<file path="src/rtl/sys_defs.sv">
// Shared definitions for the memory arbiter slice: bus command encodings,
// memory tag width and the owner-table entry format.
package sys_defs;

  localparam logic [1:0] BUS_NONE  = 2'h0;
  localparam logic [1:0] BUS_LOAD  = 2'h1;
  localparam logic [1:0] BUS_STORE = 2'h2;

  localparam int MEM_TAG_W = 4;

  typedef enum logic {
    OWN_ICACHE = 1'b0,
    OWN_DCACHE = 1'b1
  } arb_owner_e;

  typedef struct packed {
    logic       vld;
    arb_owner_e owner;
  } owner_entry_t;

endpackage

</file>
<file path="src/rtl/mem_arbiter_if.sv">
// Bundle of the cache-side and memory-side signals around the arbiter.
// slave: the arbiter's view; master: the surrounding caches and memory.
interface mem_arbiter_if;
  import sys_defs::*;

  logic [1:0]           icache2arb_command_i;
  logic [63:0]          icache2arb_addr_i;
  logic [MEM_TAG_W-1:0] arb2icache_response_o;
  logic [MEM_TAG_W-1:0] arb2icache_tag_o;
  logic [63:0]          arb2icache_data_o;

  logic [1:0]           dcache2arb_command_i;
  logic [63:0]          dcache2arb_addr_i;
  logic [63:0]          dcache2arb_data_i;
  logic [MEM_TAG_W-1:0] arb2dcache_response_o;
  logic [MEM_TAG_W-1:0] arb2dcache_tag_o;
  logic [63:0]          arb2dcache_data_o;

  logic [MEM_TAG_W-1:0] mem2proc_response;
  logic [63:0]          mem2proc_data;
  logic [MEM_TAG_W-1:0] mem2proc_tag;
  logic [1:0]           proc2mem_command;
  logic [63:0]          proc2mem_addr;
  logic [63:0]          proc2mem_data;

  logic [1:0]           arb_grant_o;

  modport slave (
    input  icache2arb_command_i, icache2arb_addr_i,
    output arb2icache_response_o, arb2icache_tag_o, arb2icache_data_o,
    input  dcache2arb_command_i, dcache2arb_addr_i, dcache2arb_data_i,
    output arb2dcache_response_o, arb2dcache_tag_o, arb2dcache_data_o,
    input  mem2proc_response, mem2proc_data, mem2proc_tag,
    output proc2mem_command, proc2mem_addr, proc2mem_data,
    output arb_grant_o
  );

  modport master (
    output icache2arb_command_i, icache2arb_addr_i,
    input  arb2icache_response_o, arb2icache_tag_o, arb2icache_data_o,
    output dcache2arb_command_i, dcache2arb_addr_i, dcache2arb_data_i,
    input  arb2dcache_response_o, arb2dcache_tag_o, arb2dcache_data_o,
    output mem2proc_response, mem2proc_data, mem2proc_tag,
    input  proc2mem_command, proc2mem_addr, proc2mem_data,
    input  arb_grant_o
  );

endinterface

</file>
<file path="src/rtl/mem_arb_owner_tbl.sv">
// Tag-indexed owner table: records which cache issued each outstanding load.
// An allocation and a free of the same tag in one cycle leave the entry
// valid with the new owner.
module mem_arb_owner_tbl
  import sys_defs::*;
#(
  parameter int NUM_TAGS = 16
) (
  input  logic                 clk,
  input  logic                 rst,
  input  logic                 alloc_en,
  input  logic [MEM_TAG_W-1:0] alloc_tag,
  input  arb_owner_e           alloc_owner,
  input  logic                 free_en,
  input  logic [MEM_TAG_W-1:0] free_tag,
  input  logic [MEM_TAG_W-1:0] lookup_tag,
  output owner_entry_t         lookup_entry
);

  owner_entry_t entries [NUM_TAGS];

  // Free returning tags, then allocate newly accepted loads.
  // NOTE: the table is ownership state, not a data RAM; it must be reset so
  // that tags outstanding across a reset are treated as stray.
  always_ff @(posedge clk or negedge rst) begin
    if (!rst) begin
      for (int i = 0; i < NUM_TAGS; i++) entries[i] <= '0;
    end else begin
      if (free_en && free_tag != '0) entries[free_tag].vld <= 1'b0;
      // NOTE: non-blocking writes resolve in order, so the later allocation
      // overrides a same-tag free in the same cycle.
      if (alloc_en && alloc_tag != '0) entries[alloc_tag] <= '{vld: 1'b1, owner: alloc_owner};
    end
  end

  // Flag an allocation that lands on a live entry not being freed this cycle.
  always @(posedge clk) begin
    if (rst && alloc_en && alloc_tag != '0) begin
      a_alloc_overwrite: assert (!entries[alloc_tag].vld || (free_en && free_tag == alloc_tag));
    end
  end

  assign lookup_entry = entries[lookup_tag];

endmodule

</file>
<file path="src/rtl/mem_arbiter.sv">
// Shares the single memory port between the Icache and the Dcache.
// Dcache has fixed priority; returning load data is routed by the owner table.
// Optional starvation guard for the Icache: define MEM_ARB_STARVE_GUARD_EN.
module mem_arbiter
  import sys_defs::*;
#(
  parameter int NUM_TAGS     = 16,
  parameter int STARVE_LIMIT = 4
) (
  input  logic         clk,
  input  logic         rst,
  mem_arbiter_if.slave bus
);

  logic         ic_req;
  logic         dc_req;
  logic         force_ic;
  logic         grant_ic;
  logic         grant_dc;
  logic [1:0]   gnt_cmd;
  logic         alloc_en;
  logic         free_en;
  owner_entry_t ret_entry;

  // Requests are ignored while reset is held, which forces every output idle.
  assign ic_req = rst && (bus.icache2arb_command_i != BUS_NONE);
  assign dc_req = rst && (bus.dcache2arb_command_i != BUS_NONE);

`ifdef MEM_ARB_STARVE_GUARD_EN
  localparam int CNT_W = $clog2(STARVE_LIMIT + 1);

  logic [CNT_W-1:0] starve_cnt;

  assign force_ic = (starve_cnt == CNT_W'(STARVE_LIMIT));

  // Count consecutive cycles the Icache asks and loses; saturates at the limit.
  always_ff @(posedge clk or negedge rst) begin
    if (!rst) begin
      starve_cnt <= '0;
    end else if (ic_req && !grant_ic) begin
      if (!force_ic) starve_cnt <= starve_cnt + CNT_W'(1);
    end else begin
      starve_cnt <= '0;
    end
  end
`else
  assign force_ic = 1'b0;
`endif

  assign grant_dc = dc_req && !(force_ic && ic_req);
  assign grant_ic = ic_req && !grant_dc;

  // Forward the winner's command, address and data to memory.
  // NOTE: every output gets a default first so no path leaves it unassigned
  // and no latch is inferred.
  always_comb begin
    gnt_cmd               = BUS_NONE;
    bus.proc2mem_addr     = '0;
    bus.proc2mem_data     = '0;
    bus.arb2icache_response_o = '0;
    bus.arb2dcache_response_o = '0;
    if (grant_dc) begin
      gnt_cmd                   = bus.dcache2arb_command_i;
      bus.proc2mem_addr         = bus.dcache2arb_addr_i;
      bus.proc2mem_data         = bus.dcache2arb_data_i;
      bus.arb2dcache_response_o = bus.mem2proc_response;
    end else if (grant_ic) begin
      gnt_cmd                   = bus.icache2arb_command_i;
      bus.proc2mem_addr         = bus.icache2arb_addr_i;
      bus.arb2icache_response_o = bus.mem2proc_response;
    end
  end

  assign bus.proc2mem_command = gnt_cmd;
  assign bus.arb_grant_o      = {grant_dc, grant_ic};

  // Only accepted loads allocate; stores never produce a data return.
  assign alloc_en = (gnt_cmd == BUS_LOAD) && (bus.mem2proc_response != '0);
  assign free_en  = rst && (bus.mem2proc_tag != '0) && ret_entry.vld;

  mem_arb_owner_tbl #(
    .NUM_TAGS (NUM_TAGS)
  ) u_owner_tbl (
    .clk          (clk),
    .rst          (rst),
    .alloc_en     (alloc_en),
    .alloc_tag    (bus.mem2proc_response),
    .alloc_owner  (grant_dc ? OWN_DCACHE : OWN_ICACHE),
    .free_en      (free_en),
    .free_tag     (bus.mem2proc_tag),
    .lookup_tag   (bus.mem2proc_tag),
    .lookup_entry (ret_entry)
  );

  // Route the returning tag to its owner only; stray tags go nowhere.
  always_comb begin
    bus.arb2icache_tag_o = '0;
    bus.arb2dcache_tag_o = '0;
    if (free_en) begin
      if (ret_entry.owner == OWN_DCACHE) bus.arb2dcache_tag_o = bus.mem2proc_tag;
      else                               bus.arb2icache_tag_o = bus.mem2proc_tag;
    end
  end

  assign bus.arb2icache_data_o = bus.mem2proc_data;
  assign bus.arb2dcache_data_o = bus.mem2proc_data;

  // The Icache never writes memory.
  always @(posedge clk) begin
    if (rst) begin
      a_icache_no_store: assert (bus.icache2arb_command_i != BUS_STORE);
    end
  end

endmodule

</file>
<file path="src/flat_wrapper.sv">
// flat-port wrapper written by rule: the top's interface ports become plain ports
module mem_arbiter_flat import sys_defs::*;
#(
  parameter int NUM_TAGS     = 16,
  parameter int STARVE_LIMIT = 4
)
  (clk, rst, bus_icache2arb_command_i, bus_icache2arb_addr_i, bus_arb2icache_response_o, bus_arb2icache_tag_o, bus_arb2icache_data_o, bus_dcache2arb_command_i, bus_dcache2arb_addr_i, bus_dcache2arb_data_i, bus_arb2dcache_response_o, bus_arb2dcache_tag_o, bus_arb2dcache_data_o, bus_mem2proc_response, bus_mem2proc_data, bus_mem2proc_tag, bus_proc2mem_command, bus_proc2mem_addr, bus_proc2mem_data, bus_arb_grant_o);
  mem_arbiter_if bus_i ();
  input  logic clk;
  input  logic rst;
  input wire logic [$bits(bus_i.icache2arb_command_i)-1:0] bus_icache2arb_command_i;
  input wire logic [$bits(bus_i.icache2arb_addr_i)-1:0] bus_icache2arb_addr_i;
  output wire logic [$bits(bus_i.arb2icache_response_o)-1:0] bus_arb2icache_response_o;
  output wire logic [$bits(bus_i.arb2icache_tag_o)-1:0] bus_arb2icache_tag_o;
  output wire logic [$bits(bus_i.arb2icache_data_o)-1:0] bus_arb2icache_data_o;
  input wire logic [$bits(bus_i.dcache2arb_command_i)-1:0] bus_dcache2arb_command_i;
  input wire logic [$bits(bus_i.dcache2arb_addr_i)-1:0] bus_dcache2arb_addr_i;
  input wire logic [$bits(bus_i.dcache2arb_data_i)-1:0] bus_dcache2arb_data_i;
  output wire logic [$bits(bus_i.arb2dcache_response_o)-1:0] bus_arb2dcache_response_o;
  output wire logic [$bits(bus_i.arb2dcache_tag_o)-1:0] bus_arb2dcache_tag_o;
  output wire logic [$bits(bus_i.arb2dcache_data_o)-1:0] bus_arb2dcache_data_o;
  input wire logic [$bits(bus_i.mem2proc_response)-1:0] bus_mem2proc_response;
  input wire logic [$bits(bus_i.mem2proc_data)-1:0] bus_mem2proc_data;
  input wire logic [$bits(bus_i.mem2proc_tag)-1:0] bus_mem2proc_tag;
  output wire logic [$bits(bus_i.proc2mem_command)-1:0] bus_proc2mem_command;
  output wire logic [$bits(bus_i.proc2mem_addr)-1:0] bus_proc2mem_addr;
  output wire logic [$bits(bus_i.proc2mem_data)-1:0] bus_proc2mem_data;
  output wire logic [$bits(bus_i.arb_grant_o)-1:0] bus_arb_grant_o;
  assign bus_i.icache2arb_command_i = bus_icache2arb_command_i;
  assign bus_i.icache2arb_addr_i = bus_icache2arb_addr_i;
  assign bus_arb2icache_response_o = bus_i.arb2icache_response_o;
  assign bus_arb2icache_tag_o = bus_i.arb2icache_tag_o;
  assign bus_arb2icache_data_o = bus_i.arb2icache_data_o;
  assign bus_i.dcache2arb_command_i = bus_dcache2arb_command_i;
  assign bus_i.dcache2arb_addr_i = bus_dcache2arb_addr_i;
  assign bus_i.dcache2arb_data_i = bus_dcache2arb_data_i;
  assign bus_arb2dcache_response_o = bus_i.arb2dcache_response_o;
  assign bus_arb2dcache_tag_o = bus_i.arb2dcache_tag_o;
  assign bus_arb2dcache_data_o = bus_i.arb2dcache_data_o;
  assign bus_i.mem2proc_response = bus_mem2proc_response;
  assign bus_i.mem2proc_data = bus_mem2proc_data;
  assign bus_i.mem2proc_tag = bus_mem2proc_tag;
  assign bus_proc2mem_command = bus_i.proc2mem_command;
  assign bus_proc2mem_addr = bus_i.proc2mem_addr;
  assign bus_proc2mem_data = bus_i.proc2mem_data;
  assign bus_arb_grant_o = bus_i.arb_grant_o;
  mem_arbiter #(.NUM_TAGS(NUM_TAGS), .STARVE_LIMIT(STARVE_LIMIT)) u_core (.clk(clk), .rst(rst), .bus(bus_i));
endmodule
</file>
<file path="config.mk">
export PLATFORM = sky130hd
export DESIGN_NAME = mem_arbiter_flat
export DESIGN_NICKNAME = d
export VERILOG_FILES = /design/src/rtl/sys_defs.sv /design/src/rtl/mem_arbiter_if.sv /design/src/rtl/mem_arb_owner_tbl.sv /design/src/rtl/mem_arbiter.sv /design/src/flat_wrapper.sv
export SDC_FILE = /design/constraint.sdc
export NUM_CORES = 1
export LEC_CHECK = 0
export BUFFER_PORTS_ARGS = -buffer_cell sky130_fd_sc_hd__buf_4
export CORE_AREA = 2 2 214 216
export DETAILED_ROUTE_END_ITERATION = 10
export DIE_AREA = 0 0 216 218
export PLACE_DENSITY_LB_ADDON = 0.25
export SLEW_MARGIN = 20
export SYNTH_ARGS = -nofsm -noshare
export SYNTH_HDL_FRONTEND = slang
export SYNTH_SLANG_ARGS = --single-unit
</file>
<file path="constraint.sdc">
create_clock -name clk -period 2.8 [get_ports clk]
set_clock_uncertainty 0.1 [all_clocks]
set_input_delay 0.14 -clock clk [delete_from_list [all_inputs] [get_ports clk]]
set_output_delay 0.14 -clock clk [all_outputs]
set_load 0.01 [all_outputs]
</file>
==> flow_summary.toml, run 1 <==
[floorplanning]
die_h_um = 218
dieArea_sq_um = 47100
ioPinCount = 546
initial_utilization_pct = 8.63
core_region_area_sq_um = 44900
die_w_um = 216
row_count = 78

[place]
dpl.hpwl_um = 19700
gp_congestion = 0.759
io_buffers = 353

[worst_setup_path]
crit_start = "rst"
critPathMostFrequentCell = "buf_4"
crit_required_ps = 2560
crit_family = "buffers and inverters"
r2r_start = "u_core.u_owner_tbl.entries[25]"
worstSetupStartpointType = "input pin"
critPathMaxFanout = 20
cp.arrival_ps = 2290
endpoint_kind = "output pin"
path_cells = "buf_4 > dlygate4sd3_1 > buf_4 > nand2b_1 > a211oi_2 > nand2_1 > a211oi_1 > buf_4 > buf_4"
critical_path_buf_inv_count = 5
critical_path.max_stage_delay_ps = 610
slowest_stage = "dlygate4sd3_1"
path_class = "in -> out"

[synth]
synth_top_area_cell = "buf_4"
synthCells = 461
synth.area.top_cells = "buf_4 (25%), dfrtp_1 (20%), a22o_1 (14%), and2_1 (11%), mux4_1 (3.4%)"
syn_area_per_cell_sq_um = 8.40
synth_top_area_share_pct = 25.4
ys_warn_count = 0
syn-num-nets = 731
synthFlopType = "dfrtp_1"
synth-edff-count = 0
synth_area_sq_um = 3870
ys_seq_area_share_pct = 20.0
synth-simple-area-share_pct = 19.1
synthMuxAreaShare_pct = 8.75
synth_compound_area_share_pct = 22.6
synthXorXnorAreaFrac_pct = 0
synth_cell_types = 40
synth_top_family_by_area = "buffers and inverters"
async_flop_share_pct = 100
synth-adder-area-share_pct = 0
synth_seq_cells = 31

[power_and_ir_drop]
power_frac_clock_pct = 24.7
leakage_nw = 3.10
p_switching_uw = 677
pwr-share-comb_pct = 48.4
swShare_pct = 33.0
p_seq_share_pct = 26.9
p_per_area_nw_per_um2 = 320
power_mw = 2.05
peakVddDrop_mv = 0.168
intPower_mw = 1.38

[clocking]
clock_latency_ps = 270
clockBufferDepth = 2
path_clk_slew_ps = 50
cts_tree = "done"
cts.htree.levels = 2
clock-sinks = 31
cts_buffers = 5
cts_root_buf = "clkbuf_16"

[hold_path]
worstHoldStart = "bus_mem2proc_response[1]"
min_path_type = "in -> reg"

[routing]
vias = 4066
drc = 0
wl_per_cell_um = 17.7
drtIter0Drc = 134
ant_nets = 0
viasPerCell = 3.20
dr.pass1.iters = 4
routed_wl_um = 22500

[timing]
timing_hold_violations_final = 0
max_slew_margin_pct = 41.4
worst_slew_pin_slew_ps = 878
totalNegativeSetupSlack_ps = 0
fin_crit_ps = 2530
setup_violations = 0
period_share_pct = 90.3
rsz0062_at_grt = "no"
slew_violations = 0
fmax_mhz = 396

[global_routing]
grt_max_degree = 76
antenna_found_initial = 0
grt_use_total_pct = 9.03
grt_pass1_wl_um = 30900
grt-ovfl-total = 0
grt_pass1_vias = 4367

[outcome]
outcome = "finished, final reports clean"

[cells_and_area]
regMostFlops = "u_core.u_owner_tbl.entries"
final_common_cell = "buf_4"
finalNetCount = 941
final_cell_mix = "buf_4 (361), and2_1 (69), a22o_1 (64), dfrtp_1 (31), o21ai_0 (17)"
layout-drive-gt1-share_pct = 57.6
num_antenna_cells = 0
area_growth_pct = 65.3
reg_top3 = "u_core.u_owner_tbl.entries (31)"
n_fill_cell = 5215
largest_reg_flops = 31

[job]
cap_violations = 0
==> final cells by class <==
class / count / area [sq um] / share of cell area [%]
multi-input cells: 263 / 1970 / 30.8
flip-flops and latches: 31 / 776 / 12.1
repair buffers: 363 / 2740 / 42.8
clock buffers: 7 / 133 / 2.07
well taps: 600 / 751 / 11.7
inverters: 7 / 26.3 / 0.410
clock inverters: 1 / 5.00 / 0.0781
==> power groups by stage <==
stage                     Clock, mW  Sequential [mW]  Combinational (mW)
final                         0.507            0.551               0.994
after global routing          0.545            0.561                1.07
after CTS                     0.520            0.551                1.02
after detailed placement          0            0.559                1.01
after global placement            0            0.560                1.01
after floorplan                   0            0.547               0.584
==> layer usage <==
metal	global-route usage [%]	part of all wire (%)	wire length, um
met5	0	0	0
met4	2.85	2.9	642
met3	3.61	9.2	2070
met2	15.1	48	10900
met1	10.5	40	8930
==> worst paths after layout <==
check / end / slack [ps] / cells after the start
max reg2reg: u_core.u_owner_tbl.entries[23] / 1220 / 4
min reg2reg: u_core.u_owner_tbl.entries[30] / 290 / 0
min in group asynchronous: u_core.u_owner_tbl.entries[21] / 410 / 3
max in group asynchronous: u_core.u_owner_tbl.entries[5] / 1960 / 3
max: bus_arb2icache_tag_o[0] / 270 / 9
min: u_core.u_owner_tbl.entries[23] / 110 / 3
==> worst reg2reg max path, stage by stage, from the launching register on <==
cell and delay [ps]:
dfrtp_1 340, mux2i_1 130, a2111o_1 510, o31ai_1 290
nand2_1 90
==> logic make-up (layout without fill, tap and decap cells) <==
| family | after synthesis | in the layout |
|---|---|---|
| buffers and inverters | 167 | 378 |
| DFF | 31 | 31 |
| muxes | 24 | 24 |
| and+or+nand+nor | 129 | 129 |
| AOI/OAI and AO/OA | 110 | 110 |
==> timing repair <==
action | 4_1_cts | 5_1_grt
setup endpoints to repair | 0 | 2
setup buffers | 0 | 0
hold buffers | 1 | 0
hold endpoints to repair | 31 | 0
gates resized for setup | 0 | 1
==> synthesized netlist by cell type, drive strengths merged (2+ instances only) <==
cell type,instances
buf,143
and2,69
a22o,64
dfrtp,31
o21ai,18
clkbuf,17
nor2,15
nand2,13
mux2,11
nor3,9
mux2i,8
nand2b,8
a21o,7
inv,7
a211oi,5
mux4,5
nor2b,5
o41ai,5
o2111ai,4
a21oi,2
nand4,2
nor4,2
==> per-stage QoR <==
step / cells / util [%] / hold WS [ps] / setup slack [ps] / cell area [sq um]
detailed placement: 1263 / 13.9 / 110 / 398 / 6250
floorplan: 461 / - / -256 / 1070 / 3870
global route: 1272 / 14.3 / 138 / 66.3 / 6400
CTS: 1272 / 14.3 / 107 / 74.1 / 6400
finish: 1272 / 14.3 / 114 / 272 / 6400
global placement: 1263 / 13.9 / 110 / 388 / 6250
Note: power is estimated with default switching activity, not from simulation.
==> inputs of run 2 (changes only) <==
--- a/config.mk
+++ b/config.mk
@@ -8,5 +8,5 @@
 export BUFFER_PORTS_ARGS = -buffer_cell sky130_fd_sc_hd__buf_4
-export CORE_AREA = 2 2 214 216
+export CORE_AREA = 2 2 215 217
 export DETAILED_ROUTE_END_ITERATION = 10
-export DIE_AREA = 0 0 216 218
+export DIE_AREA = 0 0 217 219
 export PLACE_DENSITY_LB_ADDON = 0.25
@@ -15,2 +15,3 @@
 export SYNTH_HDL_FRONTEND = slang
+export SYNTH_HIERARCHICAL = 1
 export SYNTH_SLANG_ARGS = --single-unit
==> constraint.sdc (replaced) <==
create_clock -name clk -period 2.8 [get_ports clk]
set_clock_uncertainty 0.1 [all_clocks]
set_input_delay 0.42 -clock clk [delete_from_list [all_inputs] [get_ports clk]]
set_output_delay 0.42 -clock clk [all_outputs]
set_load 0.01 [all_outputs]
==> flow_summary.toml, run 2 <==
[cells_and_area]
layout-drive-gt1-share_pct = 61.4
largest_reg_flops = 32
area_growth_pct = 66.8
final_area_sq_um = 6500
reg_top3 = "u_core/u_owner_tbl/entries (32)"
regMostFlops = "u_core/u_owner_tbl/entries"
n_fill_cell = 5208
final_cell_mix = "buf_4 (372), and2_1 (72), a22o_1 (64), dfrtp_1 (32), nand2_1 (24)"
final_common_cell = "buf_4"
finalNetCount = 943
final_cell_count_no_fill = 1277

[timing]
totalNegativeSetupSlack_ps = 0
setup_violations = 0
timing_hold_violations_final = 0
fmax_mhz = 378
worst_slew_pin_slew_ps = 584
rsz0062_at_grt = "no"
fin_crit_ps = 2650
max_slew_margin_pct = 61.0
slew_violations = 0
period_share_pct = 94.5
fin_hold_ws_ps = 170

[clocking]
clock_latency_ps = 270
clock-sinks = 32
post_cts_buffers = 0
ctsHoldBuffers = 0
cts_root_buf = "clkbuf_16"
cts_tree = "done"
cts_buffers = 5
clockBufferDepth = 2
cts.htree.levels = 2
path_clk_slew_ps = 50

[power_and_ir_drop]
power_frac_clock_pct = 27.1
swShare_pct = 31.5
peakVddDrop_mv = 0.203
intPower_mw = 1.40
leakage_nw = 3.19
p_seq_share_pct = 28.1
power_mw = 2.04
pwr-share-comb_pct = 44.7
p_switching_uw = 643
p_per_area_nw_per_um2 = 314

[synth]
synth_cell_types = 29
synth.area.top_cells = "buf_4 (25%), dfrtp_1 (21%), a22o_1 (14%), and2_1 (12%), mux4_2 (4.6%)"
synth_area_sq_um = 3900
syn_area_per_cell_sq_um = 8.70
yosys-top-cells-count = "buf_4 (131), and2_1 (72), a22o_1 (64)"
async_flop_share_pct = 100
synth_seq_cells = 32
synth.most_common_cell = "buf_4"
syn-num-nets = 718
ys_seq_area_share_pct = 20.6
ys_warn_count = 6
synth_top_area_share_pct = 25.2
synthFlopType = "dfrtp_1"
synthCells = 448
synth_top_area_cell = "buf_4"
synth-edff-count = 0

[place]
dp_cells = 1266
placed_area_sq_um = 6340
gp_congestion = 0.746
dpl.hpwl_um = 20300
io_buffers = 353

[global_routing]
grt_use_total_pct = 9.09
antenna_found_initial = 6
grt-ovfl-total = 0
grt_max_degree = 57
grt_pass1_vias = 4335
grt_pass1_wl_um = 31100

[routing]
ant_nets = 0
routed_wl_um = 23000
dr.pass1.iters = 4
drc = 0
drtIter0Drc = 174
vias = 4154
viasPerCell = 3.25
wl_per_cell_um = 18.0

[floorplanning]
dieArea_sq_um = 47500
row_count = 78
die_w_um = 217
ioPinCount = 546
initial_utilization_pct = 8.64
core_region_area_sq_um = 45100
die_h_um = 219

[job]
cap_violations = 0

[worst_setup_path]
endpoint_kind = "output pin"
r2r_setup_slack_ps = 470
critPathMaxFanout = 9
rr_worst_depth = 8
r2r_end = "u_core/u_owner_tbl/entries[29]"
cp.arrival_ps = 2130
r2r_start = "u_core/u_owner_tbl/entries[17]"
path_class = "reg -> out"
worstSetupStartpointType = "register"
crit_required_ps = 2280

[outcome]
outcome = "finished, final reports clean"

[hold_path]
min_path_type = "in -> async"
run 2: cell count changes in the layout (fill, tap and decap cells not counted), sizes merged, moves of 5 or more:
cell and change:
nand2 +11, a21o -7, a211oi -5, nand3 +6, inv -7, nor3 -9, nor2 -6, buf +14
o41ai -5, mux2i -8
run 2: final cells by class:
| cell class | instances | area (sq um) | area share (%) |
|---|---|---|---|
| multi-input cells | 258 | 1930 | 29.6 |
| well taps | 600 | 751 | 11.6 |
| clock inverters | 1 | 7.51 | 0.116 |
| repair buffers | 376 | 2860 | 44.1 |
| clock buffers | 7 | 143 | 2.19 |
| diodes | 3 | 7.51 | 0.116 |
| flip-flops and latches | 32 | 801 | 12.3 |
run 2: worst max path at each step:
| stage | to | depth (start not counted) | from | slack, ps |
|---|---|---|---|---|
| after detailed placement | u_core/u_owner_tbl/entries[7] | 9 | bus_mem2proc_tag[0] | 90 |
| after global placement | u_core/u_owner_tbl/entries[15] | 9 | bus_mem2proc_tag[0] | 120 |
| after floorplan | u_core/u_owner_tbl/entries[6] | 6 | bus_icache2arb_command_i[0] | 450 |
| after CTS | bus_arb2dcache_tag_o[0] | 8 | bus_mem2proc_tag[0] | 140 |
| final | bus_arb2dcache_tag_o[2] | 7 | u_core/u_owner_tbl/entries[29] | 150 |
| after global routing | bus_arb2dcache_tag_o[0] | 7 | u_core/u_owner_tbl/entries[25] | 40 |
run 2: per-stage QoR:
step	setup slack (ps)	utilization, %
2_1_floorplan	447	-
3_3_place_gp	118	14.1
3_5_place_dp	90.0	14.1
4_1_cts	136	14.4
5_1_grt	38.5	14.4
6_report	155	14.4
run 2: routing by layer:
metal | vias up | global-route usage [%] | part of all wire (%)
li1 | 1879 | - | -
met1 | 1970 | 9.46 | 36
met2 | 280 | 16.7 | 52
met3 | 19 | 4.27 | 11
met4 | 6 | 1.62 | 1.2
met5 | - | 0 | 0.17
run 2: power by group through the flow:
stage | combinational [mW] | clock [mW] | sequential (mW)
after floorplan | 0.552 | 0 | 0.564
after detailed placement | 0.937 | 0 | 0.582
after CTS | 0.940 | 0.572 | 0.574
final | 0.914 | 0.554 | 0.575
after global placement | 0.932 | 0 | 0.584
after global routing | 0.992 | 0.592 | 0.583
run 2: worst max-delay path, stage by stage (launching register included):
cell	delay (ps)
dfrtp_1	370
mux4_2	460
a22oi_1	250
nand3_1	100
nand2_1	150
nor2_1	160
and3_1	220
buf_4	140
run 2: kinds of logic after synthesis:
group	after synthesis	synth area share (%)
AO/OA/AOI/OAI	89	18.0
multiplexers	23	9.06
buffers and inverters	158	30.4
AND/OR/NAND/NOR	146	22.0
flip-flops	32	20.6
run 2: repair_timing:
item                                    CTS  global route
resized for setup                         0             1
endpoints found under the setup margin    0             4
hold endpoints to repair                  0             0
==> inputs of run 3 (changes only) <==
==> constraint.sdc (replaced) <==
create_clock -name clk -period 2.8 [get_ports clk]
set_clock_uncertainty 0.1 [all_clocks]
set_input_delay 0.14 -clock clk [delete_from_list [all_inputs] [get_ports clk]]
set_output_delay 0.14 -clock clk [all_outputs]
set_load 0.01 [all_outputs]
==> flow_summary.toml, run 3 (same netlist as run 2, synthesis figures left out) <==
[outcome]
outcome = "finished, final reports clean"

[floorplanning]
ioPinCount = 546
initial_utilization_pct = 8.64
core_region_area_sq_um = 45100
die_h_um = 219
die_w_um = 217
dieArea_sq_um = 47500
row_count = 78

[power_and_ir_drop]
peakVddDrop_mv = 0.199
swShare_pct = 30.9
leakage_nw = 3.12
pwr-share-comb_pct = 44.7
power_frac_clock_pct = 26.7
p_switching_uw = 620
p_seq_share_pct = 28.7
intPower_mw = 1.38
power_mw = 2.00
p_per_area_nw_per_um2 = 315

[cells_and_area]
regMostFlops = "u_core/u_owner_tbl/entries"
final_common_cell = "buf_4"
reg_top3 = "u_core/u_owner_tbl/entries (32)"
finalNetCount = 928
final_cell_mix = "buf_4 (357), and2_1 (72), a22o_1 (64), dfrtp_1 (32), nand2_1 (24)"
layout-drive-gt1-share_pct = 60.4
final_cell_count_no_fill = 1260
final_area_sq_um = 6370
area_growth_pct = 63.6
largest_reg_flops = 32

[place]
dp_cells = 1250
placed_area_sq_um = 6210
io_buffers = 353
gp_congestion = 0.733
dpl.hpwl_um = 19400

[timing]
fmax_mhz = 403
timing_hold_violations_final = 0
worst_slew_pin_slew_ps = 617
totalNegativeSetupSlack_ps = 0
slew_violations = 0
period_share_pct = 88.6
max_slew_margin_pct = 58.8
setup_violations = 0
fin_crit_ps = 2480
rsz0062_at_grt = "no"

[routing]
dr.pass1.iters = 6
viasPerCell = 3.23
ant_nets = 0
vias = 4067
drc = 0
drtIter0Drc = 177
routed_wl_um = 22200
wl_per_cell_um = 17.6

[clocking]
clock-sinks = 32
cts_tree = "done"
cts.htree.levels = 2
cts_root_buf = "clkbuf_16"
path_clk_slew_ps = 50
cts_buffers = 5
clockBufferDepth = 2
clock_latency_ps = 270

[worst_setup_path]
crit_family = "simple AND/OR/NAND/NOR gates"
endpoint_kind = "register"
crit_required_ps = 2850
r2r_setup_slack_ps = 480
r2r_end = "u_core/u_owner_tbl/entries[27]"
critPathMostFrequentCell = "buf_4"
r2r_start = "u_core/u_owner_tbl/entries[1]"
rr_worst_depth = 8
cp.arrival_ps = 2530
critical_path_buf_inv_count = 3
critPathMaxFanout = 6
path_cells = "dlygate4sd3_1 > buf_4 > o21a_1 > nor4b_1 > buf_4 > nor3b_1 > nand3_1 > mux2_1"
path_class = "in -> reg"
worstSetupStartpointType = "input pin"
slowest_stage = "dlygate4sd3_1"
critical_path.max_stage_delay_ps = 530

[global_routing]
grt_pass1_wl_um = 30100
grt-ovfl-total = 0
grt_use_total_pct = 8.75
grt_max_degree = 71
antenna_found_initial = 5
grt_pass1_vias = 4157

[hold_path]
worstHoldStart = "bus_mem2proc_data[13]"
holdPathStages = 0
holdPathEnd = "bus_arb2dcache_data_o[13]"
min_path_type = "in -> out"

[job]
cap_violations = 0
[run 3: cell count changes in the layout (fill, tap and decap cells not counted), sizes merged]
| cell | before | now |
|---|---|---|
| clkbuf | 7 | 6 |
| dlygate4sd3 | 0 | 1 |
| clkinv | 0 | 2 |
| diode | 3 | 1 |
| clkinvlp | 1 | 0 |
| buf | 376 | 360 |
[run 3: worst max-delay path by stage]
stage	slack, ps	cells past startpoint	from	endpoint
finish	320	8	rst	u_core/u_owner_tbl/entries[24]
detailed placement	380	9	bus_mem2proc_tag[0]	u_core/u_owner_tbl/entries[25]
CTS	230	8	rst	u_core/u_owner_tbl/entries[24]
floorplan	730	6	bus_icache2arb_command_i[0]	u_core/u_owner_tbl/entries[6]
global route	190	8	rst	u_core/u_owner_tbl/entries[24]
global placement	380	7	bus_mem2proc_response[0]	u_core/u_owner_tbl/entries[24]
[run 3: repair_timing]
item	4_1_cts	5_1_grt
buffers inserted	0	0
endpoints found under the hold margin	32	0
hold buffers	1	0
gates resized for setup	0	0
[run 3: stage by stage]
| stage | hold WS [ps] | setup WS, ps | util [%] |
|---|---|---|---|
| 2_1_floorplan | -256 | 727 | - |
| 3_3_place_gp | 180 | 384 | 13.8 |
| 3_5_place_dp | 180 | 379 | 13.8 |
| 4_1_cts | 180 | 229 | 14.1 |
| 5_1_grt | 180 | 194 | 14.1 |
| 6_report | 180 | 318 | 14.1 |
[run 3: metal layers]
layer	share of wire [%]	track usage, %	up-vias
li1	-	-	1838
met1	35	9.15	1904
met2	50	15.4	298
met3	12	4.21	23
met4	2.9	2.79	4
met5	0.12	0	-
[run 3: area by class of cell]
cell class	count	area [sq um]
fill	5237	38700
clock inverter	2	10.0
timing repair buffer	361	2750
clock buffer	6	139
tap	600	751
sequential	32	801
multi-input combinational	258	1920
antenna	1	2.50
[run 3: power groups by stage]
| stage | Clock, mW | Sequential (mW) | Combinational, mW |
|---|---|---|---|
| 6_report | 0.534 | 0.575 | 0.896 |
| 2_1_floorplan | 0 | 0.564 | 0.552 |
| 3_5_place_dp | 0 | 0.581 | 0.915 |
| 3_3_place_gp | 0 | 0.581 | 0.909 |
| 4_1_cts | 0.553 | 0.573 | 0.919 |
| 5_1_grt | 0.570 | 0.584 | 0.971 |
[run 3: worst register-to-register path, cell delays in order, from the launching register on]
cell     delay [ps]
dfrtp_1         350
mux4_2          230
nand3_1          80
nand3_1          90
nand2_1         120
nor2_1          470
or3b_2          520
o21ai_0         180
nand2_1          70
